**src/rtl/csc_pkg.sv**
```systemverilog
// rtl/csc_pkg.sv - FSM encoding, parameter-word field offsets and width helpers for the CSC job sequencer
package csc_pkg;

  typedef enum logic [2:0] {
    ST_IDLE    = 3'd0,
    ST_FETCH   = 3'd1,
    ST_WAIT    = 3'd2,
    ST_ISSUE   = 3'd3,
    ST_COLLECT = 3'd4,
    ST_DONE    = 3'd5
  } csc_state_e;

  localparam int PRM_W   = 256;
  localparam int FLD_W   = 32;
  localparam int Z0_OFS  = 0;
  localparam int Z1_OFS  = 32;
  localparam int SI_OFS  = 64;
  localparam int SR_OFS  = 96;
  localparam int A0I_OFS = 128;
  localparam int A0R_OFS = 160;
  localparam int A1I_OFS = 192;
  localparam int A1R_OFS = 224;

  // Entry index width; a rank of 1 still needs one address bit.
  function automatic int csc_idx_w(input int rank);
    return (rank > 1) ? $clog2(rank) : 1;
  endfunction

  // Length must also represent a full job of MAT_RANK entries.
  function automatic int csc_len_w(input int rank);
    return csc_idx_w(rank) + 1;
  endfunction

endpackage

```
**src/rtl/csc_prm_unpack.sv**
```systemverilog
// rtl/csc_prm_unpack.sv - registered unpack of one parameter-RAM word into the eight datapath operands
module csc_prm_unpack
  import csc_pkg::*;
(
  input  logic             clk,
  input  logic             rst_n,
  input  logic             i_load,
  input  logic [PRM_W-1:0] i_data,
  output logic [31:0]      o_z0,
  output logic [31:0]      o_z1,
  output logic [31:0]      o_s_i,
  output logic [31:0]      o_s_r,
  output logic [31:0]      o_a0_i,
  output logic [31:0]      o_a0_r,
  output logic [31:0]      o_a1_i,
  output logic [31:0]      o_a1_r
);

  logic [31:0] r_z0, r_z1, r_s_i, r_s_r, r_a0_i, r_a0_r, r_a1_i, r_a1_r;

  // Operands only change on a load so they stay stable while the datapath stalls.
  always_ff @(posedge clk or negedge rst_n) begin
    if (!rst_n) begin
      r_z0   <= '0;
      r_z1   <= '0;
      r_s_i  <= '0;
      r_s_r  <= '0;
      r_a0_i <= '0;
      r_a0_r <= '0;
      r_a1_i <= '0;
      r_a1_r <= '0;
    end else if (i_load) begin
      r_z0   <= i_data[Z0_OFS  +: FLD_W];
      r_z1   <= i_data[Z1_OFS  +: FLD_W];
      r_s_i  <= i_data[SI_OFS  +: FLD_W];
      r_s_r  <= i_data[SR_OFS  +: FLD_W];
      r_a0_i <= i_data[A0I_OFS +: FLD_W];
      r_a0_r <= i_data[A0R_OFS +: FLD_W];
      r_a1_i <= i_data[A1I_OFS +: FLD_W];
      r_a1_r <= i_data[A1R_OFS +: FLD_W];
    end
  end

  assign o_z0   = r_z0;
  assign o_z1   = r_z1;
  assign o_s_i  = r_s_i;
  assign o_s_r  = r_s_r;
  assign o_a0_i = r_a0_i;
  assign o_a0_r = r_a0_r;
  assign o_a1_i = r_a1_i;
  assign o_a1_r = r_a1_r;

endmodule

```
**src/rtl/csc_seq_ctrl.sv**
```systemverilog
// rtl/csc_seq_ctrl.sv - CSC job sequencer: parameter fetch, datapath issue, result store; CSC_SEQ_STALL_CNT_EN adds stall_cnt
module csc_seq_ctrl
  import csc_pkg::*;
#(
  parameter  int MAT_RANK = 256,
  parameter  int ADDR_W   = 10,
  localparam int IDX_W    = csc_idx_w(MAT_RANK),
  localparam int LEN_W    = csc_len_w(MAT_RANK)
) (
`ifdef CSC_SEQ_STALL_CNT_EN
  output logic [31:0]       stall_cnt,
`endif
  input  logic              clk,
  input  logic              rst_n,
  input  logic              start,
  input  logic [LEN_W-1:0]  job_len,
  input  logic [ADDR_W-1:0] base_addr,
  input  logic              abort,
  output logic              busy,
  output logic              done,
  output logic              prm_rd_en,
  output logic [IDX_W-1:0]  prm_rd_addr,
  input  logic [PRM_W-1:0]  prm_rd_data,
  output logic [31:0]       z0,
  output logic [31:0]       z1,
  output logic [31:0]       s_val_i,
  output logic [31:0]       s_val_r,
  output logic [31:0]       a0_val_i,
  output logic [31:0]       a0_val_r,
  output logic [31:0]       a1_val_i,
  output logic [31:0]       a1_val_r,
  output logic              val_vld,
  input  logic              val_rdy,
  input  logic              S_vld_o,
  output logic              S_rdy_o,
  output logic              wr_en,
  output logic [ADDR_W-1:0] wr_addr,
  input  logic              wr_rdy
);

  csc_state_e        r_state, w_state_nxt;
  logic [IDX_W-1:0]  r_cnt;
  logic [LEN_W-1:0]  r_len;
  logic [ADDR_W-1:0] r_base;
  logic              r_done;
  logic              w_start_ok;
  logic              w_wr;
  logic              w_last;
  logic              w_load;

  assign w_start_ok = (r_state == ST_IDLE) && start && !abort;
  assign w_wr       = (r_state == ST_COLLECT) && S_vld_o && wr_rdy;
  assign w_last     = (LEN_W'(r_cnt) == (r_len - LEN_W'(1)));

  // State register.
  always_ff @(posedge clk or negedge rst_n) begin
    if (!rst_n) r_state <= ST_IDLE;
    else        r_state <= w_state_nxt;
  end

  // Next-state logic; abort overrides every other transition.
  always_comb begin
    w_state_nxt = r_state;
    if (abort) begin
      w_state_nxt = ST_IDLE;
    end else begin
      case (r_state)
        ST_IDLE:    if (start) w_state_nxt = (job_len == '0) ? ST_DONE : ST_FETCH;
        ST_FETCH:   w_state_nxt = ST_WAIT;
        ST_WAIT:    w_state_nxt = ST_ISSUE;
        ST_ISSUE:   if (val_rdy) w_state_nxt = ST_COLLECT;
        ST_COLLECT: if (w_wr) w_state_nxt = w_last ? ST_DONE : ST_FETCH;
        ST_DONE:    w_state_nxt = ST_IDLE;
        default:    w_state_nxt = ST_IDLE;
      endcase
    end
  end

  // State-decoded outputs; IDLE keeps S_rdy_o high to drain stale results without writing.
  always_comb begin
    busy      = 1'b1;
    prm_rd_en = 1'b0;
    val_vld   = 1'b0;
    S_rdy_o   = 1'b0;
    wr_en     = 1'b0;
    w_load    = 1'b0;
    case (r_state)
      ST_IDLE:    begin busy = 1'b0; S_rdy_o = 1'b1; end
      ST_FETCH:   prm_rd_en = 1'b1;
      ST_WAIT:    w_load = 1'b1;
      ST_ISSUE:   val_vld = 1'b1;
      ST_COLLECT: begin S_rdy_o = wr_rdy; wr_en = w_wr; end
      default:    ;
    endcase
  end

  // Job context: entry counter, latched length and base address.
  always_ff @(posedge clk or negedge rst_n) begin
    if (!rst_n) begin
      r_cnt  <= '0;
      r_len  <= '0;
      r_base <= '0;
    end else if (abort) begin
      r_cnt  <= '0;
    end else if (w_start_ok) begin
      r_cnt  <= '0;
      r_len  <= job_len;
      r_base <= base_addr;
    end else if (w_wr && !w_last) begin
      r_cnt  <= r_cnt + IDX_W'(1);
    end
  end

  // Done pulse follows the DONE state by one cycle, so it coincides with busy falling.
  always_ff @(posedge clk or negedge rst_n) begin
    if (!rst_n) r_done <= 1'b0;
    else        r_done <= (r_state == ST_DONE) && !abort;
  end

  assign done        = r_done;
  assign prm_rd_addr = r_cnt;
  assign wr_addr     = r_base + ADDR_W'(r_cnt);

  csc_prm_unpack u_unpack (
    .clk    (clk),
    .rst_n  (rst_n),
    .i_load (w_load),
    .i_data (prm_rd_data),
    .o_z0   (z0),
    .o_z1   (z1),
    .o_s_i  (s_val_i),
    .o_s_r  (s_val_r),
    .o_a0_i (a0_val_i),
    .o_a0_r (a0_val_r),
    .o_a1_i (a1_val_i),
    .o_a1_r (a1_val_r)
  );

`ifdef CSC_SEQ_STALL_CNT_EN
  logic [31:0] r_stall;
  logic        w_stall_evt;

  assign w_stall_evt = ((r_state == ST_ISSUE) && !val_rdy) ||
                       ((r_state == ST_COLLECT) && S_vld_o && !wr_rdy);

  // Saturating backpressure cycle counter, restarted with each accepted job.
  always_ff @(posedge clk or negedge rst_n) begin
    if (!rst_n)                              r_stall <= '0;
    else if (w_start_ok)                     r_stall <= '0;
    else if (w_stall_evt && (r_stall != '1)) r_stall <= r_stall + 32'd1;
  end

  assign stall_cnt = r_stall;
`endif

endmodule

```
**config.mk**
```make
export PLATFORM = sky130hd
export DESIGN_NAME = csc_seq_ctrl
export DESIGN_NICKNAME = d
export VERILOG_FILES = /design/src/rtl/csc_pkg.sv /design/src/rtl/csc_prm_unpack.sv /design/src/rtl/csc_seq_ctrl.sv
export SDC_FILE = /design/constraint.sdc
export NUM_CORES = 1
export LEC_CHECK = 0
export CAP_MARGIN = 20
export CORE_AREA = 10 10 213 215
export CTS_CLUSTER_DIAMETER = 100
export DETAILED_ROUTE_END_ITERATION = 8
export DIE_AREA = 0 0 223 225
export SLEW_MARGIN = 0
export SYNTH_ARGS = -nofsm -noshare
export SYNTH_HDL_FRONTEND = slang
export SYNTH_SLANG_ARGS = --single-unit
```
**constraint.sdc**
```tcl
create_clock -name clk -period 2.5 [get_ports clk]
set_input_delay 0.25 -clock clk [delete_from_list [all_inputs] [get_ports clk]]
set_output_delay 0.25 -clock clk [all_outputs]
set_load 0.02 [all_outputs]
```
======== Yosys cells after proc, flatten, opt, wreduce, memory -nomap -nowiden ========
Index checks and enable logic that the tools add are counted.
word-level totals
  logic and storage cells ................. 55
  bits of input ports ..................... 282
  output and inout port bits .............. 280
  flip-flop bits (word level) ............. 287
cells by class
  add/subtract/negate cells ............... 3
  multiplexer cells ....................... 16
  equality and inequality tests ........... 9
  reduce and logical (&&, ||, !) cells .... 13
  bitwise logic cells ..................... 1
operators by type and width
  cell                                                 count
  2-to-1 mux 8 bit                                     3
  2-to-1 mux 3 bit                                     6
  case mux 3 bit (5 select lines)                      1
  adder 10 x 8 -> 10 bit                               1
  equality test 8 x 9 -> 1 bit                         1
  logical NOT 9 bit                                    1
  != test 3 bit, second input constant                 3
  subtractor 9 x 1 -> 9 bit, second input constant     1
  adder 8 x 1 -> 8 bit, second input constant          1
  equality test 3 x 2 -> 1 bit, second input constant  2
  equality test 3 bit, second input constant           2
  logical AND 1 bit                                    6
  2-to-1 mux 1 bit                                     5
  equality test 3 x 1 -> 1 bit, second input constant  1
  logical NOT 3 bit                                    1
  AND reduction 3 bit                                  1
  nonzero test 3 bit                                   1
  logical NOT 1 bit                                    2
  case mux 1 bit (2 select lines)                      1
  AND reduction 2 bit                                  1
  inverter 1 bit                                       1

======== Depth between registers and ports, before layout ========
  depth after elaboration ................. 7
  depth in mapped cells ................... 10

======== Cells and area by module ========
Synthesis repeated with hierarchy kept, for this count alone.
unflattened totals
  cells, all modules ...................... 751
  area total of the unflattened synthesis .. 11701.2 um^2
by module, submodules not included
  module          times used  cells each  seq. area each (um^2)  area an instance (um^2)
  csc_prm_unpack  1           540         6406.1                 9594.2
  csc_seq_ctrl    1           211         775.7                  2107.0

======== Worst setup path after synthesis ========
No wires, ideal clock.
  path type ............................... reg2out
  start point ............................. register r_cnt[0], in the netlist prm_rd_addr[0]
  end point ............................... output port wr_addr[8]
  arrival time ............................ 2.163 ns
  stages on the path, launching flop included .. 11
  setup slack ............................. 0.087 ns
  buffers on the path ..................... 0
  cells stage by stage .................... dfrtp_1 > ha_1 > inv_1 > fa_1 > nor2b_1 > o21ai_0 > nand2b_1 > a21o_1 > a21o_1 > a31oi_1 > xnor2_1
between the ends
  word-level cells in the longest chain between the ends .. 1
ends and longest elaborated chain
  element                 RTL line             text
  start, declared         csc_seq_ctrl.sv:42   logic [IDX_W-1:0] r_cnt;
  start signal, assigned  csc_seq_ctrl.sv:110  r_cnt <= r_cnt + IDX_W'(1);
  adder 10 x 8 -> 10 bit  csc_seq_ctrl.sv:122  assign wr_addr = r_base + ADDR_W'(r_cnt);
  end, declared           csc_seq_ctrl.sv:37   output logic [ADDR_W-1:0] wr_addr,
No other way between the ends.

======== Final worst setup path ========
Same ends and word-level chain as after synthesis.

==> reports/results.ini <==
[route]
num_vias = 8519
wirelength_microns = 41500
initialDrtViolationCount = 261
ant_nets = 0
drt-wirelength-per-cell_microns = 21.6
drt_pass1_iterations = 4
post-route-drc-count = 0
avgViaCountPerCell = 4.44

[clock_network]
cts_num_sinks = 287
max-clock-path-buffers = 3
clock_input_transition_at_the_sequential_cells_of_the_worst_setup_and_hold_paths_ps = 50
insertion_delay_of_the_later_clocked_pin_in_the_worst_skew_pair_ps = 550
cts-buffers-inserted = 35
clock_tree.root_cell = sky130_fd_sc_hd__clkbuf_16
clock_tree.htree_level_count = 2
cts_tree = built

[placed_design]
dpl.hpwl_microns = 32700
numPortBuffers = 561
place.gp.congestion = 0.776
worst_slack_after_detailed_placement_ps = -275

[setup_path]
timing.critical_path.required_ps = 2250
timing.critical_path.from_type = flop
crit_type = reg2out
crit_end_category = output pin
worst_ep_arrival_time_ps = 2490
critical_path_peak_fanout = 2
r2r.worst_path.cells = 8

[synth]
async_reset_ff_share_pct = 100
synth_cell_type_count = 43
combinational_family_with_the_most_area_after_synthesis = multiplexers
synth_top_cells_by_area = sky130_fd_sc_hd__dfrtp_1, sky130_fd_sc_hd__mux2_2, sky130_fd_sc_hd__ha_1
synth_compound_gate_area_share_pct = 1.91
synth-edff-count = 0
top_cell_type_s_share_of_synthesized_area_pct = 63.1
postSynthAreaPerCell_sq_um = 15.3
yosys_warnings = 0
postSynthCellCount = 746
syn-num-nets = 1039
synth.cell_area_sq_mm = 0.0114
synth_adder_area_share_pct = 1.27
synth_seq_area_share_pct = 63.1
ys_seq_elements = 287
post_synth_xor_area_fraction_pct = 1.54
synth_largest_area_cell = sky130_fd_sc_hd__dfrtp_1
dominantRegCellSynth = sky130_fd_sc_hd__dfrtp_1
synth_simple_gate_area_share_pct = 3.46
synth_mux_area_share_pct = 27.2

[global_route]
grt_first_pass_wirelength_microns = 61700
grtUsageTotal_pct = 16.1
vias_in_the_first_global_route = 9326
grt_start_max_net_pins = 57
antenna_found_initial = 2
gr-total-overflow = 0

[timing]
drv_slew = 0
hold_violations = 0
finalSetupViolations = 5
grt_setup_unrepaired = yes
clock.fmax_mhz = 365
finalWorstPathRequiredPeriod_ps = 2740
final.setup_skew_ps = 28.5
post-route-period-util_pct = 110
timing.slew.headroom_pct = 66.3
tightest_slew_ps = 505
finalWorstSetupSlack_ps = -241

[finish]
syn_to_final_growth_pct = 68.6
mostFrequentLayoutCell = sky130_fd_sc_hd__clkdlybuf4s50_1
commonest_cells_after_routing_fill_and_taps_aside = sky130_fd_sc_hd__clkdlybuf4s50_1, sky130_fd_sc_hd__dfrtp_1, sky130_fd_sc_hd__mux2_2
layout-drive-gt1-share_pct = 28.2
design.final.nets = 1648

[floorplan]
number_of_rows_created_at_floorplan = 75
floorplan.initialDensity_pct = 27.5
die_h_microns = 225
floorplan.io_pins = 562
core_sq_mm = 0.0414
die_w_microns = 223
die_area_sq_mm = 0.0502

[min_path]
hold_wc_path_type = in2async

[pwr]
power_w = 0.0216
max-vdd-ir-drop_mv = 0.742
power.static_leakage_nw = 7.85
p_per_area_mw_per_mm2 = 1130

[outcome]
status = complete, but fails checks
violations = negative setup slack

[job]
max-cap-violations = 0

## path summary, 6_finish.rpt
check | startpoint | endpoint | slack (ps)
max | prm_rd_addr[0] | wr_addr[8] | -240
min | rst_n | u_unpack.o_s_i[6] | 260
max reg2reg | r_len[2] | prm_rd_addr[7] | 120
min reg2reg | r_base[5] | r_base[5] | 490
max in group asynchronous | rst_n | u_unpack.o_a0_i[0] | 1510
min in group clk | base_addr[1] | r_base[1] | 290
## critical path: stages, from the launching register on
cell	delay (ps)
sky130_fd_sc_hd__dfrtp_1	380
sky130_fd_sc_hd__ha_2	200
sky130_fd_sc_hd__inv_2	50
sky130_fd_sc_hd__fa_2	190
sky130_fd_sc_hd__nor2b_1	50
sky130_fd_sc_hd__o21ai_1	140
sky130_fd_sc_hd__nand2b_1	100
sky130_fd_sc_hd__a21o_1	160
sky130_fd_sc_hd__a21o_1	200
sky130_fd_sc_hd__a31oi_1	190
sky130_fd_sc_hd__xnor2_1	140
sky130_fd_sc_hd__buf_4	160
## flip-flops by register name, indices dropped and copies added, names as in the netlist
name and cells:
u_unpack.o_a0_i 32, done 1, u_unpack.o_a1_i 32, u_unpack.o_z1 32, r_base 10, u_unpack.o_z0 32
r_state 3, u_unpack.o_a1_r 32, u_unpack.o_s_r 32, u_unpack.o_s_i 32, prm_rd_addr 8, u_unpack.o_a0_r 32
r_len 9
## per-layer routing
layer | routed length (microns) | part of all wire, % | track usage (%)
met5 | 0 | 0 | 0
met3 | 4400 | 11 | 7.43
met4 | 911 | 2.2 | 5.23
met1 | 14900 | 36 | 17.0
met2 | 21300 | 51 | 27.9
## cell families after synthesis
group / after synthesis
DFF: 287
muxes: 275
and+or+nand+nor: 71
buffers and inverters: 47
AOI/OAI and AO/OA: 35
xor gates and xnor gates: 20
adders and majority gates: 11
## cells in the mapped netlist (2+ instances only)
library cell and instances:
sky130_fd_sc_hd__a21o_1 4, sky130_fd_sc_hd__a21oi_1 10, sky130_fd_sc_hd__a31oi_1 2, sky130_fd_sc_hd__and3_1 3, sky130_fd_sc_hd__buf_2 2, sky130_fd_sc_hd__clkbuf_1 33
sky130_fd_sc_hd__dfrtp_1 287, sky130_fd_sc_hd__ha_1 10, sky130_fd_sc_hd__inv_1 11, sky130_fd_sc_hd__mux2_1 6, sky130_fd_sc_hd__mux2_2 266, sky130_fd_sc_hd__mux2i_1 3
sky130_fd_sc_hd__nand2_1 13, sky130_fd_sc_hd__nand2b_1 3, sky130_fd_sc_hd__nand3_1 6, sky130_fd_sc_hd__nand4_1 3, sky130_fd_sc_hd__nor2_1 14, sky130_fd_sc_hd__nor2b_1 4
sky130_fd_sc_hd__nor3_1 9, sky130_fd_sc_hd__nor4_1 3, sky130_fd_sc_hd__nor4b_1 2, sky130_fd_sc_hd__o211ai_1 2, sky130_fd_sc_hd__o21ai_0 6, sky130_fd_sc_hd__o21ai_1 2
sky130_fd_sc_hd__o31ai_1 3, sky130_fd_sc_hd__or3_1 2, sky130_fd_sc_hd__or4_1 3, sky130_fd_sc_hd__xnor2_1 14, sky130_fd_sc_hd__xor2_1 6
## stage by stage
stage               TNS (ps)  util (%)  hold WS [ps]  std cells  cell area, sq um
global placement        -890      43.5           235       1852             18000
CTS                    -1140      46.3           233       1913             19100
detailed placement      -948      43.5           241       1852             18000
global route           -1930      46.4           276       1918             19200
finish                  -922      46.4           262       1919             19200
floorplan                  0         -         -45.6        746             11400
## power by group
group / leakage [nW] / internal [W] / total (W) / switching, W
clock network: 0.556 / 0.00304 / 0.00503 / 0.00200
logic: 3.89 / 0.00485 / 0.00923 / 0.00438
registers: 3.40 / 0.00641 / 0.00735 / 0.000939
## area by class of cell
cell class	instances	area, sq um
fill	3759	22200
sequential	287	7180
timing repair buffer	608	6080
multi-input combinational	412	4070
clock buffer	52	1060
tap	539	674
clock inverter	7	80.1
inverter	11	41.3
antenna	3	7.51
## timing repair
item,CTS,global route
pin swaps,10,15
hold buffers,1,0
buffers inserted,1,3
resized for setup,43,12
endpoints found under the hold margin,49,0
endpoints found under the setup margin,10,8
(Power assumes the default switching activity.)
